==> config.mk <==
export PLATFORM = sky130hd
export DESIGN_NAME = bcd_seconds_counter_flat
export DESIGN_NICKNAME = d
export VERILOG_FILES = /design/src/rtl/bcd_seconds_counter_if.sv /design/src/rtl/bcd_seconds_counter.sv /design/src/flat_wrapper.sv
export SDC_FILE = /design/constraint.sdc
export NUM_CORES = 1
export LEC_CHECK = 0
export CAP_MARGIN = 15
export CORE_UTILIZATION = 50
export CTS_BUF_LIST = sky130_fd_sc_hd__clkbuf_4 sky130_fd_sc_hd__clkbuf_8 sky130_fd_sc_hd__clkbuf_16
export CTS_CLUSTER_DIAMETER = 120
export DETAILED_ROUTE_END_ITERATION = 12
export PLACE_DENSITY_LB_ADDON = 0.25
export SETUP_SLACK_MARGIN = 0.3
export SYNTH_ARGS = -nofsm -noshare
export SYNTH_HDL_FRONTEND = slang
export SYNTH_SLANG_ARGS = --single-unit
==> constraint.sdc <==
create_clock -name clk -period 4.43 [get_ports clk]
set_input_delay 0.886 -clock clk [delete_from_list [all_inputs] [get_ports clk]]
set_output_delay 0.886 -clock clk [all_outputs]
set_load 0.02 [all_outputs]
==> src/rtl/bcd_seconds_counter_if.sv <==
// Run control and BCD time reading shared between the stopwatch controller
// and the seconds counter.
interface bcd_seconds_counter_if;
  logic       count_enabled;
  logic [7:0] time_reading;

  modport master (output count_enabled, input  time_reading);
  modport slave  (input  count_enabled, output time_reading);
endinterface : bcd_seconds_counter_if

==> src/rtl/bcd_seconds_counter.sv <==
// Two-digit BCD seconds counter: a prescaler divides clk down to a 1 s tick,
// and each tick advances a packed BCD value 00..99 with wrap to 00.
module bcd_seconds_counter #(
  parameter int unsigned CLK_FREQ = 100000000
) (
  input  logic                  clk,
  input  logic                  init_regs,
  bcd_seconds_counter_if.slave  bus
);

  localparam int unsigned PRESC_W = (CLK_FREQ > 1) ? $clog2(CLK_FREQ) : 1;
  localparam logic [PRESC_W-1:0] PRESC_MAX = PRESC_W'(CLK_FREQ - 1);
  localparam logic [3:0] DIGIT_MAX = 4'd9;

  logic [PRESC_W-1:0] presc_q, presc_d;
  logic [3:0]         ones_q,  ones_d;
  logic [3:0]         tens_q,  tens_d;

  // Next-state: advance prescaler while enabled, ripple a tick into the digits.
  always_comb begin
    presc_d = presc_q;
    ones_d  = ones_q;
    tens_d  = tens_q;
    if (bus.count_enabled) begin
      if (presc_q != PRESC_MAX) begin
        presc_d = presc_q + PRESC_W'(1);
      end else begin
        presc_d = '0;
        if (ones_q != DIGIT_MAX) begin
          ones_d = ones_q + 4'd1;
        end else begin
          ones_d = 4'd0;
          tens_d = (tens_q != DIGIT_MAX) ? tens_q + 4'd1 : 4'd0;
        end
      end
    end
  end

  // Synchronous reset dominates enable and drops any partial second.
  always_ff @(posedge clk) begin
    if (init_regs) begin
      presc_q <= '0;
      ones_q  <= 4'd0;
      tens_q  <= 4'd0;
    end else begin
      presc_q <= presc_d;
      ones_q  <= ones_d;
      tens_q  <= tens_d;
    end
  end

  assign bus.time_reading = {tens_q, ones_q};

endmodule : bcd_seconds_counter

==> src/flat_wrapper.sv <==
// flat-port wrapper written by rule: the top's interface ports become plain ports
module bcd_seconds_counter_flat 
#(
  parameter int unsigned CLK_FREQ = 100000000
)
  (clk, init_regs, bus_count_enabled, bus_time_reading);
  bcd_seconds_counter_if bus_i ();
  input  logic clk;
  input  logic init_regs;
  input wire logic [$bits(bus_i.count_enabled)-1:0] bus_count_enabled;
  output wire logic [$bits(bus_i.time_reading)-1:0] bus_time_reading;
  assign bus_i.count_enabled = bus_count_enabled;
  assign bus_time_reading = bus_i.time_reading;
  bcd_seconds_counter #(.CLK_FREQ(CLK_FREQ)) u_core (.clk(clk), .init_regs(init_regs), .bus(bus_i));
endmodule
Word-level counts from Yosys, hierarchy flattened
Cells that the tools add are included.
{"block": "word_totals", "in_bits": 3, "ff_bits": 35, "word_cells": 16, "output_inout_bits": 8}
{"block": "op_classes", "n_reduce_logical": 2, "n_addsub": 3, "bitwise_logic": 2, "n_mux": 3, "eq_ne": 3}
{"cell": "$add 27x1->27 const B", "n": 1}
{"cell": "$mux 27", "n": 1}
{"cell": "$ne 27x27->1 const B", "n": 1}
{"cell": "$add 4x1->4 const B", "n": 2}
{"cell": "$mux 4", "n": 2}
{"cell": "$ne 4x4->1 const B", "n": 2}
{"cell": "$reduce_and 3->1", "n": 1}
{"cell": "$not 1->1", "n": 2}
{"cell": "$reduce_and 2->1", "n": 1}

Logic depth before layout (Yosys ltp)
{"block": "logic_depth", "word_depth": 3, "ltp_mapped": 8, "depth_no_buf": 6}

Worst setup path before layout
OpenSTA, ideal clock, no wires.
{"block": "synth_timing", "path_kind": "input to register", "from": "input port bus_count_enabled", "to": "register u_core.tens_q[1]", "path_stages": 6, "path_buffers": 1, "setup_time_ps": 70, "slack_ps": 1826, "required_ps": 4360, "arrival_time_ps": 2534, "cell_sequence": "buf_4 > nand4_2 > or4_4 > or2_4 > or4_1 > a21oi_1"}
{"block": "synth_via", "elab_chain_cells": 1}
{"element": "start, declared", "line": "flat_wrapper.sv:10", "rtl": "input wire logic [$bits(bus_i.count_enabled)-1:0] bus_count_enabled;"}
{"element": "$reduce_and 3->1 (no line)"}
{"element": "end signal, assigned", "line": "bcd_seconds_counter.sv:48", "rtl": "tens_q <= tens_d;"}
{"element": "end, declared", "line": "bcd_seconds_counter.sv:17", "rtl": "logic [3:0] tens_q, tens_d;"}
No other way between the ends.
A chain may end at the register's enable or synchronous reset.

Worst setup path in the final report
Same ends and word-level chain as after synthesis.

==> results by group <==
Hold path
  – Worst Hold Class: reg -> reg
  – Hold Path Origin: u_core.presc_q[24]
  – Hold Path Stages: 2
  – Hold Crit Endpoint: u_core.presc_q[24]

Setup path
  – Critical path data arrival time: 3.19 ns
  – FF-to-FF End: u_core.tens_q[1]
  – Crit path max fanout: 7
  – Reg2Reg Setup Slack: 2.04 ns
  – Crit path capture type: flop
  – FF-to-FF path depth: 6
  – Worst path required time: 4.70 ns
  – CP Launch Type: primary input
  – Crit Path Class: in -> reg
  – Reg2reg start: u_core.presc_q[0]

Clock network
  – Reg clk slew, reported paths: 0.10 ns
  – Setup repair bufs after CTS: 0
  – Cts repair resizes: 0
  – Clk buf depth: 2
  – TritonCTS clock tree: yes
  – # hold bufs at CTS: 0
  – H-tree levels: 2
  – CTS Buf Count: 5
  – Root Buffer: clkbuf_4
  – Clock Sinks: 35
  – Skew-Pair Late Insertion Delay: approximately 0.34 ns

Cells and area
  – Nets@finish: 210
  – Syn-to-layout area delta: 12.1%
  – FF+latch area: 701 um^2
  – Most common cell after layout, fill and taps aside: nor2_1
  – Final core utilization: 0.601
  – Fillers: 287
  – Most frequent cells in the layout: nor2_1 (36), dfxtp_1 (35), xnor2_1 (16), xor2_1 (13), nand2_1 (12)
  – Multi-input logic area: 918 um^2
  – # diodes: 0
  – Layout cells sized above 1: 0.0773

Routing
  – Post-route DRC violation count: 0
  – Via-to-Cell Ratio: 5.51
  – Routed vias: between 1000 and 1500
  – TritonRoute pass-1 iters: 4
  – DR iter-0 viols: 39
  – Detail Route Antenna Nets: 0
  – DR WL/cell: roughly 13 um
  – Total Routed Length: 3.21 mm

Yosys
  – Mapped cell area: 1660 um^2
  – Main combinational cell family by area after synthesis: simple AND/OR/NAND/NOR gates
  – Post-Syn Instances: 195
  – Synthesis-stage register bit count: 35
  – Post-synth EDFFs: 0
  – Post-synth top flop: dfxtp_1
  – Post-Synth Simple-Gate Area: 0.351
  – Main area contributors after synthesis: dfxtp_1 (42%), xnor2_1 (8.4%), nor2_1 (8.1%)
  – Post-Synth XOR/XNOR Area: 0.153
  – Yosys top cell by area: dfxtp_1
  – Synth top area share: 0.421
  – Post-synthesis mux area share: 0.00602
  – Synth Area in Adders: 0.00752
  – Syn_nets: 199
  – FFs w/ async S/R, synth: 0
  – Mean Syn Cell Area: 8.53 um^2
  – Synth unique cells: 36
  – Yosys warnings: 0
  – Post-synthesis compound-gate area fraction: 0.0346
  – Seq/Total Area, Yosys: 0.421

Timing
  – Period utilization: 0.659
  – Slew HR: 0.395
  – Setup-failing EPs final: 0
  – Tmin final: 2.92 ns
  – Slew Viols, Final: 0
  – Setup_tns: 0 ns
  – F_max: roughly 340 MHz
  – Worst slew pin tran: roughly 0.90 ns
  – Final Hold Viols: 0
  – Clock skew: 0.00918 ns
  – Worst hold slack: 0.523 ns
  – RSZ-0062 raised after global routing: false

GRT
  – Met1 usage: 0.259
  – First-pass GRT wire length: 5.71 mm
  – All-layer global routing usage: 0.219
  – Largest net degree at the start of global routing: 28
  – Gr busiest metal: met2
  – Met3 Use GR: 0.0714
  – Met2 GRT Util: 0.359
  – GRT Residual Overflow: 0
  – Vias in the first global route: around 1300
  – Antenna violations before repair: 0

Floorplanning
  – Die area: 3560 um^2
  – Core Footprint: 3100 um^2
  – Die width: between 50 and 60 um
  – Initial Utilization: 0.536
  – Rows: 20
  – IO Pins: 11
  – Die outline height: approximately 60 um

Run status
  – Status: complete, no violations

Power
  – PwrDens: 286 nW/um^2
  – Leak pwr: 0.618 nW
  – IR drop worst, VDD: around 0.22 mV

Place
  – Port-buffer cells: 10
  – Dpl hpwl: 2.36 mm
  – Gpl congestion: a little over 0.8

Job
  – Max cap viols: 0
## area by class of cell
class / instances / share of cell area
Timing Repair Buffer: 10 / 0.0537
Clock buffer: 8 / 0.0389
Tap cell: 44 / 0.0295
Sequential cell: 35 / 0.376
Multi-Input combinational cell: 149 / 0.492
Inverter: 5 / 0.0101
## Yosys cell counts (all sizes together), types with 2 or more instances
| library cell | number |
|---|---|
| nor2 | 36 |
| nor3 | 9 |
| nand2 | 12 |
| o21ai | 2 |
| inv | 5 |
| clkbuf | 4 |
| dfxtp | 35 |
| or2 | 2 |
| and3 | 8 |
| buf | 2 |
| a21oi | 3 |
| xor2 | 13 |
| o311ai | 2 |
| or4 | 3 |
| or3 | 2 |
| nor4 | 2 |
| nor2b | 4 |
| nand3 | 11 |
| nand4b | 2 |
| nand4 | 12 |
| nor4b | 2 |
| xnor2 | 16 |
## logic make-up after synthesis
kind of cell / count (synthesis)
simple gates: 109
flops: 35
xor+xnor: 29
buf+inv: 11
compound gates: 9
mux: 1
fa+ha+maj: 1
## per-stage QoR
stage	instance area (um^2)	std cells	total power (W)	setup WS [ns]
after floorplan	1660	195	0.000336	1.83
after global placement	1790	243	0.000339	1.25
after detailed placement	1790	243	0.000340	1.16
after CTS	1870	251	0.000539	1.52
after global routing	1870	251	0.000555	1.43
final	1870	251	0.000534	1.51
## worst max path at each step
stage | startpoint | end | slack, ns | cells after the start
after floorplan | bus_count_enabled | u_core.tens_q[1] | 1.83 | 6
after global placement | bus_count_enabled | u_core.tens_q[1] | 1.25 | 6
after detailed placement | bus_count_enabled | u_core.tens_q[1] | 1.16 | 6
after CTS | bus_count_enabled | u_core.tens_q[1] | 1.52 | 6
after global routing | bus_count_enabled | u_core.tens_q[3] | 1.43 | 6
final | bus_count_enabled | u_core.tens_q[1] | 1.51 | 6
## routing by layer
metal | wire (um) | part of all wire
met1 | 1480 | 0.46
met2 | 1520 | 0.48
met3 | 133 | 0.041
met4 | 70 | 0.022
met5 | 0 | 0
## where the power goes
| part | internal (W) | switching (W) | total [W] |
|---|---|---|---|
| clock | 0.0000995 | 0.000102 | 0.000202 |
| combinational | 0.00000484 | 0.00000840 | 0.0000132 |
| sequential | 0.000316 | 0.00000265 | 0.000319 |
| total | 0.000421 | 0.000113 | 0.000534 |
## sequential cells by signal (all words and copies together), names as in the netlist
name,cells
u_core.tens_q,4
u_core.presc_q,27
u_core.ones_q,4
## critical path, cell delays in order
cell and delay (ns):
clkdlybuf4s50_1 0.62, nand4_2 0.15, or4_4 0.59, or2_4 0.27
or4_1 0.50, a21oi_1 0.17
No activity file was read; power rests on OpenSTA's default activity.
